**config.mk**
```make
export PLATFORM = sky130hd
export DESIGN_NAME = img_cpu_writer
export DESIGN_NICKNAME = d
export VERILOG_FILES = /design/src/rtl/img_cpu_writer.sv
export SDC_FILE = /design/constraint.sdc
export NUM_CORES = 1
export LEC_CHECK = 0
export BUFFER_PORTS_ARGS = -buffer_cell sky130_fd_sc_hd__buf_4
export CORE_MARGIN = 2
export CORE_UTILIZATION = 51
export CTS_BUF_LIST = sky130_fd_sc_hd__clkbuf_2 sky130_fd_sc_hd__clkbuf_4 sky130_fd_sc_hd__clkbuf_8
export CTS_CLUSTER_DIAMETER = 200
export DETAILED_ROUTE_END_ITERATION = 12
export MAX_ROUTING_LAYER = met4
export PLACE_DENSITY_LB_ADDON = 0.3
export SYNTH_ARGS = -nofsm -noshare
export SYNTH_HDL_FRONTEND = slang
export SYNTH_SLANG_ARGS = --single-unit
```
**constraint.sdc**
```tcl
create_clock -name clk -period 2.1 [get_ports clk]
set_clock_uncertainty 0.1 [all_clocks]
set_input_delay 0.21 -clock clk [delete_from_list [all_inputs] [get_ports clk]]
set_output_delay 0.21 -clock clk [all_outputs]
set_load 0.01 [all_outputs]
```
**src/rtl/img_cpu_writer.sv**
```systemverilog
// img_cpu_writer: loads CPU pixel words into the SDRAM write FIFO over a valid/ack handshake
module img_cpu_writer #(
    parameter int ASIZE = 23,
    parameter int DSIZE = 16
) (
    input  logic             clk,
    input  logic             rst_n,
    input  logic             start,
    input  logic             pixel_valid,
    input  logic [DSIZE-1:0] pixel_data,
    output logic             ack,
    input  logic [ASIZE-1:0] start_addr,
    input  logic [ASIZE-1:0] max_addr,
    output logic [DSIZE-1:0] wr_data,
    output logic             wr_req,
    output logic             wr_load,
    input  logic             wr_full,
    output logic             img_done,
    output logic [ASIZE-1:0] word_count,
    output logic [3:0]       curr_state
);
    typedef enum logic [3:0] {
        IDLE         = 4'd0,
        CLEAR        = 4'd1,
        WAIT_VALID   = 4'd2,
        PUSH         = 4'd3,
        WAIT_RELEASE = 4'd4,
        DONE         = 4'd5
    } state_t;

    state_t           state_q, state_d;
    logic [ASIZE-1:0] curr_addr_q, curr_addr_d;
    logic [ASIZE-1:0] max_q, max_d;
    logic [ASIZE-1:0] word_count_q, word_count_d;
    logic [DSIZE-1:0] wr_data_q, wr_data_d;
    logic             ack_q, ack_d;
    logic             wr_req_q, wr_req_d;
    logic             wr_load_q, wr_load_d;
    logic             img_done_q, img_done_d;

    // Next state and registered outputs derived from the upcoming state
    always_comb begin
        state_d      = state_q;
        curr_addr_d  = curr_addr_q;
        max_d        = max_q;
        word_count_d = word_count_q;
        wr_data_d    = wr_data_q;
        case (state_q)
            IDLE: begin
                if (start) begin
                    max_d        = max_addr;
                    curr_addr_d  = start_addr;
                    word_count_d = '0;
                    state_d      = (max_addr <= start_addr) ? DONE : CLEAR;
                end
            end
            CLEAR:      state_d = WAIT_VALID;
            WAIT_VALID: begin
                if (!start) state_d = IDLE;
                else if (pixel_valid) begin
                    wr_data_d = pixel_data;
                    state_d   = PUSH;
                end
            end
            PUSH: begin
                if (!wr_full) begin
                    curr_addr_d  = curr_addr_q + 1'b1;
                    word_count_d = word_count_q + 1'b1;
                    state_d      = WAIT_RELEASE;
                end
            end
            WAIT_RELEASE: begin
                if (!pixel_valid)
                    state_d = !start ? IDLE : (curr_addr_q == max_q) ? DONE : WAIT_VALID;
            end
            DONE:    state_d = start ? DONE : IDLE;
            default: state_d = IDLE;
        endcase
        ack_d      = state_d == WAIT_RELEASE;
        wr_req_d   = state_q == PUSH && state_d == WAIT_RELEASE;
        wr_load_d  = state_d == CLEAR;
        img_done_d = state_d == DONE;
    end

    // State and output registers, cleared immediately on reset
    always_ff @(posedge clk or negedge rst_n) begin
        if (!rst_n) begin
            state_q      <= IDLE;
            curr_addr_q  <= '0;
            max_q        <= '0;
            word_count_q <= '0;
            wr_data_q    <= '0;
            ack_q        <= 1'b0;
            wr_req_q     <= 1'b0;
            wr_load_q    <= 1'b0;
            img_done_q   <= 1'b0;
        end else begin
            state_q      <= state_d;
            curr_addr_q  <= curr_addr_d;
            max_q        <= max_d;
            word_count_q <= word_count_d;
            wr_data_q    <= wr_data_d;
            ack_q        <= ack_d;
            wr_req_q     <= wr_req_d;
            wr_load_q    <= wr_load_d;
            img_done_q   <= img_done_d;
        end
    end

    assign ack        = ack_q;
    assign wr_req     = wr_req_q;
    assign wr_load    = wr_load_q;
    assign img_done   = img_done_q;
    assign wr_data    = wr_data_q;
    assign word_count = word_count_q;
    assign curr_state = state_q;
endmodule
```
==> run metrics, run 1 <==
area enclosed by the die boundary 11,250 µm²; Die Height ~110 µm; max-cap check violation count 0; Starting DRT DRC Count 380; Async SR Flop Fraction 1.000; Worst Path Required between 2000 and 2500 ps; residual overflow from global routing 0; number of endpoints with negative hold slack in the final report 0; antenna fix cells 0; area delta synth->final 34.94%; clock transition at the registers of the reported paths 90 ps; power spent charging and discharging nets roughly 1.9 mW; CTS tree yes; TritonRoute pass-1 iters 5; IO buf count between 100 and 150; post-placement cell area around 6500 µm²; row cnt 37; Worst Setup Path Type in2reg; wire length of the first global-routing pass 25,030 µm; cell family contributing the most delay on the critical path buffers and inverters; total CTS buffers 9; number of library cell types mapped by synthesis 55; sequential cell area fraction in the yosys report 0.4382; kind of capture point of the worst setup path register; maximum buffer depth of the clock tree 2; final weighted congestion in routability-driven placement 0.8797; htree depth 3; nets in the synthesized netlist between 600 and 700; FF+latch count, synth between 90 and 100; I/O pins 114; # Post-CTS Setup Buffers 0; final critical delay including setup and external delays ~2100 ps; slew margin rel. 0.6400; CP max FO 3; Core Footprint 10,230 µm²; number of antenna violations at the first check in global routing 0; Setup TNS 0 ps; Worst-Margin Slew around 540 ps; Power Density between 700 and 800 nW/µm²; layout cells sized above 1 0.2589; area taken by multi-input logic gates around 2800 µm²; final routed DRC violation total 0; per-cell via count in the routed design about 5.7; vias in the first global route about 5,000; Post-synth EDFFs 0; cell with the largest stage delay on the worst path sky130_fd_sc_hd__dlygate4sd3_1; design internal power 3.835 mW; clock latency of the later-clocked register in the worst-skew pair around 380 ps; cells along the critical path dlygate4sd3_1 -> buf_4 -> ha_1 -> nand4_1 -> nor4_2 -> buf_4 -> a211o_1 -> nor2_1 -> o31ai_1; static power due to leakage about 3.4 nW; number of pins with negative max-slew slack in the final report 0; library cell appearing most often on the critical path sky130_fd_sc_hd__buf_4; overall via count from detail_route around 5,100; worst hold path type in2reg; initial cell density of the core 0.5191; sequential cell area 2335 µm²; clock share of power 0.254; outcome finished clean; largest net degree at the start of global routing between 40 and 50; final setup vio count 0; maximum resistive drop on vdd just under 600 µV; Sequential Power Share 0.458; DRT antenna net count 0; per-instance average area after synthesis approximately 9 µm²; Max Fclk 480.8 MHz; gate count of the mapped netlist 589; finished layout cell area 7167 µm²; all-layer global routing usage 0.2895; worst reg2reg path depth 5; clock net sink count between 90 and 100; combinational group share of total power 0.288; clock tree root buffer cell sky130_fd_sc_hd__clkbuf_8; type of element launching the critical path input pin; post-route worst hold slack about 31 ps; Finished Core Util 0.7005; total half-perimeter wirelength after legalization and detailed placement about 11,000 µm; combined area of all synthesized cells 5311 µm²; fin crit share 0.9904; number of gates on the worst path with buffers counted 9; count of cells along the worst hold path 3; switch share 0.3287; nets@finish 844; critical path buffer and inverter count 3; crit-path max cell delay about 540 ps; CP arrival ~2300 ps; flip-flop cell with the highest count after synthesis sky130_fd_sc_hd__dfrtp_1; final WL 15,170 µm; filler instances between 700 and 800; Warnings, synthesis 0; unrepaired setup endpoints after global routing yes; WL per Instance approximately 17 µm; die width around 110 µm
[layout by cell type (no fill, tap or decap), types with 4 or more instances in the layout]
cell,instances
sky130_fd_sc_hd__a211oi_1,5
sky130_fd_sc_hd__a21oi_1,36
sky130_fd_sc_hd__a2bb2oi_1,7
sky130_fd_sc_hd__and3_1,8
sky130_fd_sc_hd__buf_4,137
sky130_fd_sc_hd__clkbuf_8,13
sky130_fd_sc_hd__dfrtp_1,87
sky130_fd_sc_hd__dfrtp_2,6
sky130_fd_sc_hd__dlygate4sd3_1,39
sky130_fd_sc_hd__ha_1,25
sky130_fd_sc_hd__inv_1,32
sky130_fd_sc_hd__mux2_2,16
sky130_fd_sc_hd__nand2_1,99
sky130_fd_sc_hd__nand3_1,28
sky130_fd_sc_hd__nand4_1,22
sky130_fd_sc_hd__nor2_1,38
sky130_fd_sc_hd__nor3_1,8
sky130_fd_sc_hd__nor4_1,11
sky130_fd_sc_hd__o211ai_1,4
sky130_fd_sc_hd__o21ai_0,19
sky130_fd_sc_hd__o22ai_1,7
sky130_fd_sc_hd__o31ai_1,4
sky130_fd_sc_hd__or4_1,4
sky130_fd_sc_hd__xnor2_1,33
sky130_fd_sc_hd__xor2_1,7
[registers in the layout, indices dropped and copies added, names as in the netlist]
register,flops
img_done,1
curr_addr_q,23
word_count,23
wr_req,1
curr_state,4
max_q,23
wr_data,16
ack,1
wr_load,1
[cell type report]
cell class	instances	area share
multi-input combinational	435	0.3902
sequential	93	0.3258
timing repair buffer	181	0.2095
clock buffer	13	0.02497
tap	136	0.02374
inverter	32	0.01676
clock inverter	3	0.009078
[Yosys cell counts, drive strengths merged (2+ instances only)]
cell type / n / area, µm²
nand2: 99 / 371.6
dfrtp: 93 / 2327
nor2: 39 / 146.4
a21oi: 36 / 180.2
xnor2: 33 / 289.0
inv: 32 / 120.1
nand3: 28 / 140.1
ha: 25 / 312.8
clkbuf: 24 / 90.09
nand4: 23 / 158.9
o21ai: 19 / 95.09
mux2: 16 / 180.2
nor4: 14 / 93.84
and3: 8 / 50.05
nor3: 8 / 40.04
o22ai: 8 / 56.30
a2bb2oi: 7 / 61.31
xor2: 7 / 61.31
a211oi: 5 / 37.54
buf: 5 / 22.52
or4: 5 / 37.54
and4: 4 / 36.29
o211ai: 4 / 30.03
o31ai: 4 / 30.03
a22oi: 3 / 22.52
a31oi: 3 / 18.77
and2: 3 / 18.77
mux2i: 3 / 30.03
o22a: 3 / 26.28
or2: 3 / 18.77
a21o: 2 / 15.01
nand2b: 2 / 12.51
nand3b: 2 / 15.01
nor3b: 2 / 15.01
or4bb: 2 / 22.52
[worst min-delay path, delay by kind of cell]
| family | cells | cell delay (ps) |
|---|---|---|
| AOI/OAI and AO/OA | 2 | 170 |
| buffers and inverters | 1 | 80 |
[routing by layer]
layer	global-route usage	wire length [µm]
met1	0.3757	6459
met2	0.4751	7648
met3	0.04844	850
met4	0.07801	214
met5	-	0
[metrics by stage]
step / total power [mW] / instances / setup WS [ps]
finish: 5.712 / 893 / 20.14
global route: 6.044 / 893 / -49.47
CTS: 5.690 / 893 / 5.884
detailed placement: 4.194 / 838 / -1.460
global placement: 4.119 / 838 / 52.60
floorplan: 3.509 / 589 / 11.21
[repair_timing]
action	in CTS	in global routing
setup endpoints to repair	0	9
endpoints found under the hold margin	72	0
hold buffers	39	0
resized for setup	0	9
[final timing paths]
path | to | startpoint | slack, ps
max in group asynchronous | curr_state[3] | rst_n | 950
worst min register to register | max_q[6] | max_q[6] | 410
worst max register to register | word_count[19] | curr_state[3] | 70
worst min-delay path | curr_addr_q[3] | start_addr[3] | 30
worst max-delay path | img_done | max_addr[11] | 20
min in group asynchronous | max_q[13] | rst_n | 230
[cell families after synthesis]
logic type / count (synthesis) / share of synthesized area
AOI/OAI and AO/OA: 103 / 0.1227
xor gates and xnor gates: 40 / 0.06596
adders and majority gates: 25 / 0.05889
buffers and inverters: 61 / 0.04382
DFF: 93 / 0.4382
muxes: 19 / 0.03958
other: 1 / 0.0007060
and+or+nand+nor: 247 / 0.2302
[power by group through the flow]
stage / clock (mW) / sequential (mW) / combinational (mW)
4_1_cts: 1.46 / 2.60 / 1.63
6_report: 1.45 / 2.62 / 1.65
3_5_place_dp: 0 / 2.63 / 1.56
5_1_grt: 1.55 / 2.68 / 1.82
2_1_floorplan: 0 / 2.55 / 0.957
3_3_place_gp: 0 / 2.61 / 1.51
Power figures use the tool's default switching activity.
==> inputs of run 2 (changes only) <==
--- a/config.mk
+++ b/config.mk
@@ -8,9 +8,10 @@
 export BUFFER_PORTS_ARGS = -buffer_cell sky130_fd_sc_hd__buf_4
 export CORE_MARGIN = 2
 export CORE_UTILIZATION = 51
-export CTS_BUF_LIST = sky130_fd_sc_hd__clkbuf_2 sky130_fd_sc_hd__clkbuf_4 sky130_fd_sc_hd__clkbuf_8
+export CTS_BUF_LIST = sky130_fd_sc_hd__clkbuf_8
 export CTS_CLUSTER_DIAMETER = 200
 export DETAILED_ROUTE_END_ITERATION = 12
+export HOLD_SLACK_MARGIN = 0.05
 export MAX_ROUTING_LAYER = met4
 export PLACE_DENSITY_LB_ADDON = 0.3
 export SYNTH_ARGS = -nofsm -noshare
==> run 2 against run 1 <==
- global-route usage increased by 0.26 points
- maximum frequency is 1.1% higher
- die area is the same
- cell count up 0.45%
- highest routed layer unchanged
- register-to-register slack worse by 30 ps
- clock power hardly changed
- non-clock buffer count up 4
- sequential share of layout area decreased by 0.29 points
- combinational power about the same
- utilization is 0.64 points higher
- largest power group unchanged
==> run metrics, run 2 (synthesis results as in run 1) <==
Setup TNS 0 ps; clock tree root buffer cell sky130_fd_sc_hd__clkbuf_8; Max Fclk roughly 500 MHz; critical path buffer and inverter count 0; final WL about 15,000 µm; area delta synth->final 36.16%; largest net degree at the start of global routing between 40 and 50; filler instances roughly 770; worst hold path type in2reg; number of gates on the worst path with buffers counted 5; final routed DRC violation total 0; count of cells along the worst hold path 3; row cnt 37; Core Footprint between 10,000 and 15,000 µm²; cells along the critical path and4bb_1 -> a22oi_2 -> or4_4 -> or4_1 -> nand2_1; Worst Path Required around 2300 ps; per-cell via count in the routed design roughly 5.7; htree depth 3; post-placement setup slack -1.460 ps; final critical delay including setup and external delays between 2000 and 2500 ps; slew margin rel. 0.6275; final weighted congestion in routability-driven placement 0.8797; kind of capture point of the worst setup path register; number of antenna violations at the first check in global routing 0; GR peak layer met2; outcome finished clean; Worst Setup Path Type reg2reg; leading cell types in the layout, fill and taps excluded sky130_fd_sc_hd__buf_4 (137), sky130_fd_sc_hd__nand2_1 (99), sky130_fd_sc_hd__dfrtp_1 (87); nets@finish 848; Min-Delay Endpoint curr_addr_q[12]; maximum buffer depth of the clock tree 2; clock transition at the registers of the reported paths roughly 100 ps; die width around 110 µm; worst setup slack for register-to-register paths 40 ps; antenna fix cells 0; worst reg2reg path depth 5; wire length of the first global-routing pass between 20,000 and 30,000 µm; clock latency of the later-clocked register in the worst-skew pair approximately 380 ps; area enclosed by the die boundary roughly 11,000 µm²; commonest non-fill, non-tap cell in the layout sky130_fd_sc_hd__buf_4; DRT antenna net count 0; maximum resistive drop on vdd ~590 µV; TritonRoute pass-1 iters 5; vias in the first global route 5,051; Min-Delay Startpoint start_addr[12]; crit-path max cell delay about 470 ps; overall via count from detail_route a little over 5,000; total half-perimeter wirelength after legalization and detailed placement 10,720 µm; final setup vio count 0; all-layer global routing usage 0.2921; power after layout about 5.7 mW; clock net sink count 93; type of element launching the critical path register; RR Endpoint word_count[19]; Worst-Margin Slew 553.7 ps; total CTS buffers 9; I/O pins around 110; unrepaired setup endpoints after global routing yes; # Post-CTS Setup Buffers 0; GR met2 Demand/Resource 0.4834; layout cells sized above 1 0.2602; Die Height approximately 110 µm; CP arrival approximately 2300 ps; residual overflow from global routing 0; CTS tree yes; cell family contributing the most delay on the critical path simple AND/OR/NAND/NOR gates; met1 Resource Use GR 0.3770; max-cap check violation count 0; CP max FO 8; number of pins with negative max-slew slack in the final report 0; initial cell density of the core 0.5191; fin crit share 0.9800; IO buf count between 100 and 150; cell with the largest stage delay on the worst path sky130_fd_sc_hd__or4_4; Starting DRT DRC Count between 300 and 400; Crit Reg-Reg Startpoint curr_state[3]; Power Density around 800 nW/µm²; Worst Setup Slack, final about 42 ps; met3 Resource Use GR 0.03985; static power due to leakage ~3.4 nW; number of endpoints with negative hold slack in the final report 0; WL per Instance roughly 17 µm
[run 2: cell count changes in the layout (fill, tap and decap cells not counted)]
cell,previous run,this run
sky130_fd_sc_hd__dlygate4sd3_1,39,43
sky130_fd_sc_hd__ha_1,25,23
sky130_fd_sc_hd__ha_4,0,2
[run 2: worst reg2reg max path, cell delays in order (launching register included)]
cell and delay (ps):
sky130_fd_sc_hd__dfrtp_2 460, sky130_fd_sc_hd__and4bb_1 370, sky130_fd_sc_hd__a22oi_2 120, sky130_fd_sc_hd__or4_4 470
sky130_fd_sc_hd__or4_1 400, sky130_fd_sc_hd__nand2_1 80
[run 2: per-stage QoR]
step	cells	hold WS [ps]	util	area [µm²]
final	897	64.30	0.7069	7232
after global routing	897	75.98	0.7069	7232
after CTS	897	61.44	0.7007	7169
after detailed placement	838	111.3	0.6348	6495
after global placement	838	116.7	0.6348	6495
after floorplan	589	-185.6	-	5333
[run 2: layer usage]
metal  wire, µm  up-vias
met3        872       23
met5          0        -
met1       6445     2497
met4        257        0
li1           -     2415
met2       7900      218
[run 2: power by group]
group / internal, mW / switching, mW
clock: 0.800 / 0.646
sequential: 2.18 / 0.436
combinational: 0.861 / 0.803
[run 2: timing repair]
action / CTS / global route
hold buffers: 43 / 0
gates resized for setup: 0 / 11
setup endpoints to repair: 0 / 9
endpoints found under the hold margin: 77 / 0
[run 2: final cells by class]
| type | count | area [µm²] | share of cell area |
|---|---|---|---|
| multi-input cells | 435 | 2821 | 0.3901 |
| flip-flops and latches | 93 | 2335 | 0.3228 |
| repair buffers | 185 | 1541 | 0.2131 |
| clock buffers | 13 | 178.9 | 0.02474 |
| well taps | 136 | 170.2 | 0.02353 |
| inverters | 32 | 120.1 | 0.01661 |
| clock inverters | 3 | 65.06 | 0.008997 |
[run 2: how the worst max path moves through the flow]
stage                        start             end
global placement    start_addr[20]         wr_load
floorplan            word_count[7]  word_count[19]
finish               curr_state[3]  word_count[19]
detailed placement  start_addr[20]         wr_load
global route         curr_state[3]  word_count[19]
CTS                    max_addr[5]        img_done
==> inputs of run 3 (changes only) <==
--- a/config.mk
+++ b/config.mk
@@ -6,7 +6,7 @@
 export NUM_CORES = 1
 export LEC_CHECK = 0
 export BUFFER_PORTS_ARGS = -buffer_cell sky130_fd_sc_hd__buf_4
-export CORE_MARGIN = 2
+export CORE_ASPECT_RATIO = 0.9
 export CORE_UTILIZATION = 51
 export CTS_BUF_LIST = sky130_fd_sc_hd__clkbuf_8
 export CTS_CLUSTER_DIAMETER = 200
==> run 3 against run 2 <==
- global-route usage grew 2.1 points
- non-clock buffer count grew 4
- via count grew 0.89%
- cell area grew 0.66%
- register-to-register slack lost 30 ps
- setup slack lost 34 ps
- hold slack is essentially flat
- clock power grew 3%
- first-iteration DRC count grew 3.6%
- total power grew 2.0%
- count of clock-buffer cells in the layout shrank 3
- sequential power is essentially flat
- critical endpoint is now word_count[17]
- highest routed layer unchanged
==> run metrics, run 3 (synthesis results as in run 1) <==
area enclosed by the die boundary around 11,000 µm²; final routed DRC violation total 0; htree depth 3; RR Endpoint word_count[17]; Starting DRT DRC Count ~400; number of gates on the worst path with buffers counted 5; post-route worst hold slack around 64 ps; cells along the critical path and4bb_1 -> a22oi_2 -> or4_4 -> or4_1 -> nand2_1; vias in the first global route roughly 5,100; static power due to leakage around 3.5 nW; crit-path max cell delay roughly 480 ps; die width roughly 110 µm; overall via count from detail_route between 5,000 and 6,000; wire length of the first global-routing pass 25,200 µm; max-cap check violation count 0; DRT antenna net count 0; Die Height 98.82 µm; Worst Setup SP curr_state[2]; outcome finished clean; critical path buffer and inverter count 0; Worst Setup Path Type reg2reg; post-placement setup slack 6.971 ps; area delta synth->final 37.06%; worst setup slack for register-to-register paths ~8.1 ps; worst reg2reg path depth 5; cell with the largest stage delay on the worst path sky130_fd_sc_hd__or4_4; Crit Reg-Reg Startpoint curr_state[2]; per-cell via count in the routed design between 5 and 6; Max Fclk around 480 MHz; row cnt 34; CTS tree yes; number of antenna violations at the first check in global routing 0; I/O pins ~110; commonest non-fill, non-tap cell in the layout sky130_fd_sc_hd__buf_4; layout cells sized above 1 0.2667; clock net sink count a little over 90; type of element launching the critical path register; kind of capture point of the worst setup path register; timing endpoint of the critical path word_count[17]; worst hold path type in2reg; final critical delay including setup and external delays ~2100 ps; final setup vio count 0; initial cell density of the core 0.5358; maximum buffer depth of the clock tree 2; number of pins with negative max-slew slack in the final report 0; leading cell types in the layout, fill and taps excluded sky130_fd_sc_hd__buf_4 (140), sky130_fd_sc_hd__nand2_1 (99), sky130_fd_sc_hd__dfrtp_1 (86); clock transition at the registers of the reported paths 100 ps; number of endpoints with negative hold slack in the final report 0; residual overflow from global routing 0; CP arrival approximately 2300 ps; Worst Setup Slack, final 8.144 ps; total half-perimeter wirelength after legalization and detailed placement about 11,000 µm; TritonRoute pass-1 iters 5; finished layout cell area about 7300 µm²; post-placement cell area around 6500 µm²; IO buf count roughly 110; Power Density approximately 800 nW/µm²; largest net degree at the start of global routing between 40 and 50; clock tree root buffer cell sky130_fd_sc_hd__clkbuf_8; clock latency of the later-clocked register in the worst-skew pair between 300 and 400 ps; Worst Path Required approximately 2300 ps; fin crit share 0.9961; all-layer global routing usage 0.3130; WL per Instance between 15 and 20 µm; final WL ~16,000 µm; total CTS buffers 9; Core Footprint about 9900 µm²; Finished Core Util 0.7344; cell family contributing the most delay on the critical path simple AND/OR/NAND/NOR gates; unrepaired setup endpoints after global routing yes; antenna fix cells 0; CP max FO 7; maximum resistive drop on vdd approximately 700 µV; nets@finish 852; Setup TNS 0 ps; final weighted congestion in routability-driven placement roughly 0.92
==> run 3: power breakdown <==
group          switching, mW  internal, mW  leakage [nW]
clock                  0.672         0.821         0.119
combinational          0.846         0.883          2.19
sequential             0.438          2.18          1.18
total                   1.95          3.89          3.49
==> run 3: worst reg2reg max path: cells and delay by family (launching register included) <==
family | cells | cell delay (ps)
and+or+nand+nor | 4 | 1340
DFF | 1 | 460
AOI/OAI and AO/OA | 1 | 130
==> run 3: timing repair <==
action	CTS	global route
gates resized for setup	1	16
setup buffers	0	6
pin swaps	0	6
gates cloned	0	1
hold endpoints to repair	71	0
setup endpoints to repair	1	16
hold buffers	43	0
==> run 3: cell type report <==
type                            count  area, µm²
Sequential cell                    93       2336
Multi-Input combinational cell    435       2818
Tap cell                          126      157.7
Inverter                           32      120.1
Clock buffer                       10      137.6
Timing Repair Buffer              189       1600
Fill cell                         745       2633
Clock inverter                      6      110.1
==> run 3: routing by layer <==
layer,GRT usage,vias to the layer above,wire length (µm)
li1,-,2425,-
met1,0.4129,2478,6824
met2,0.4848,257,7438
met3,0.06481,39,1178
met4,0.09538,0,371
met5,-,-,0
==> run 3: stage by stage <==
stage,total power [mW],instances
finish,5.842,891
global route,6.141,891
CTS,5.767,885
detailed placement,4.220,826
global placement,4.135,826
floorplan,3.509,589
==> run 3: worst min path at each step <==
stage / start / to / cells after the start
4_1_cts: start_addr[9] / curr_addr_q[9] / 3
3_3_place_gp: rst_n / word_count[4] / 1
5_1_grt: pixel_valid / curr_state[1] / 3
3_5_place_dp: rst_n / word_count[3] / 1
2_1_floorplan: rst_n / ack / 0
6_report: start_addr[9] / curr_addr_q[9] / 3
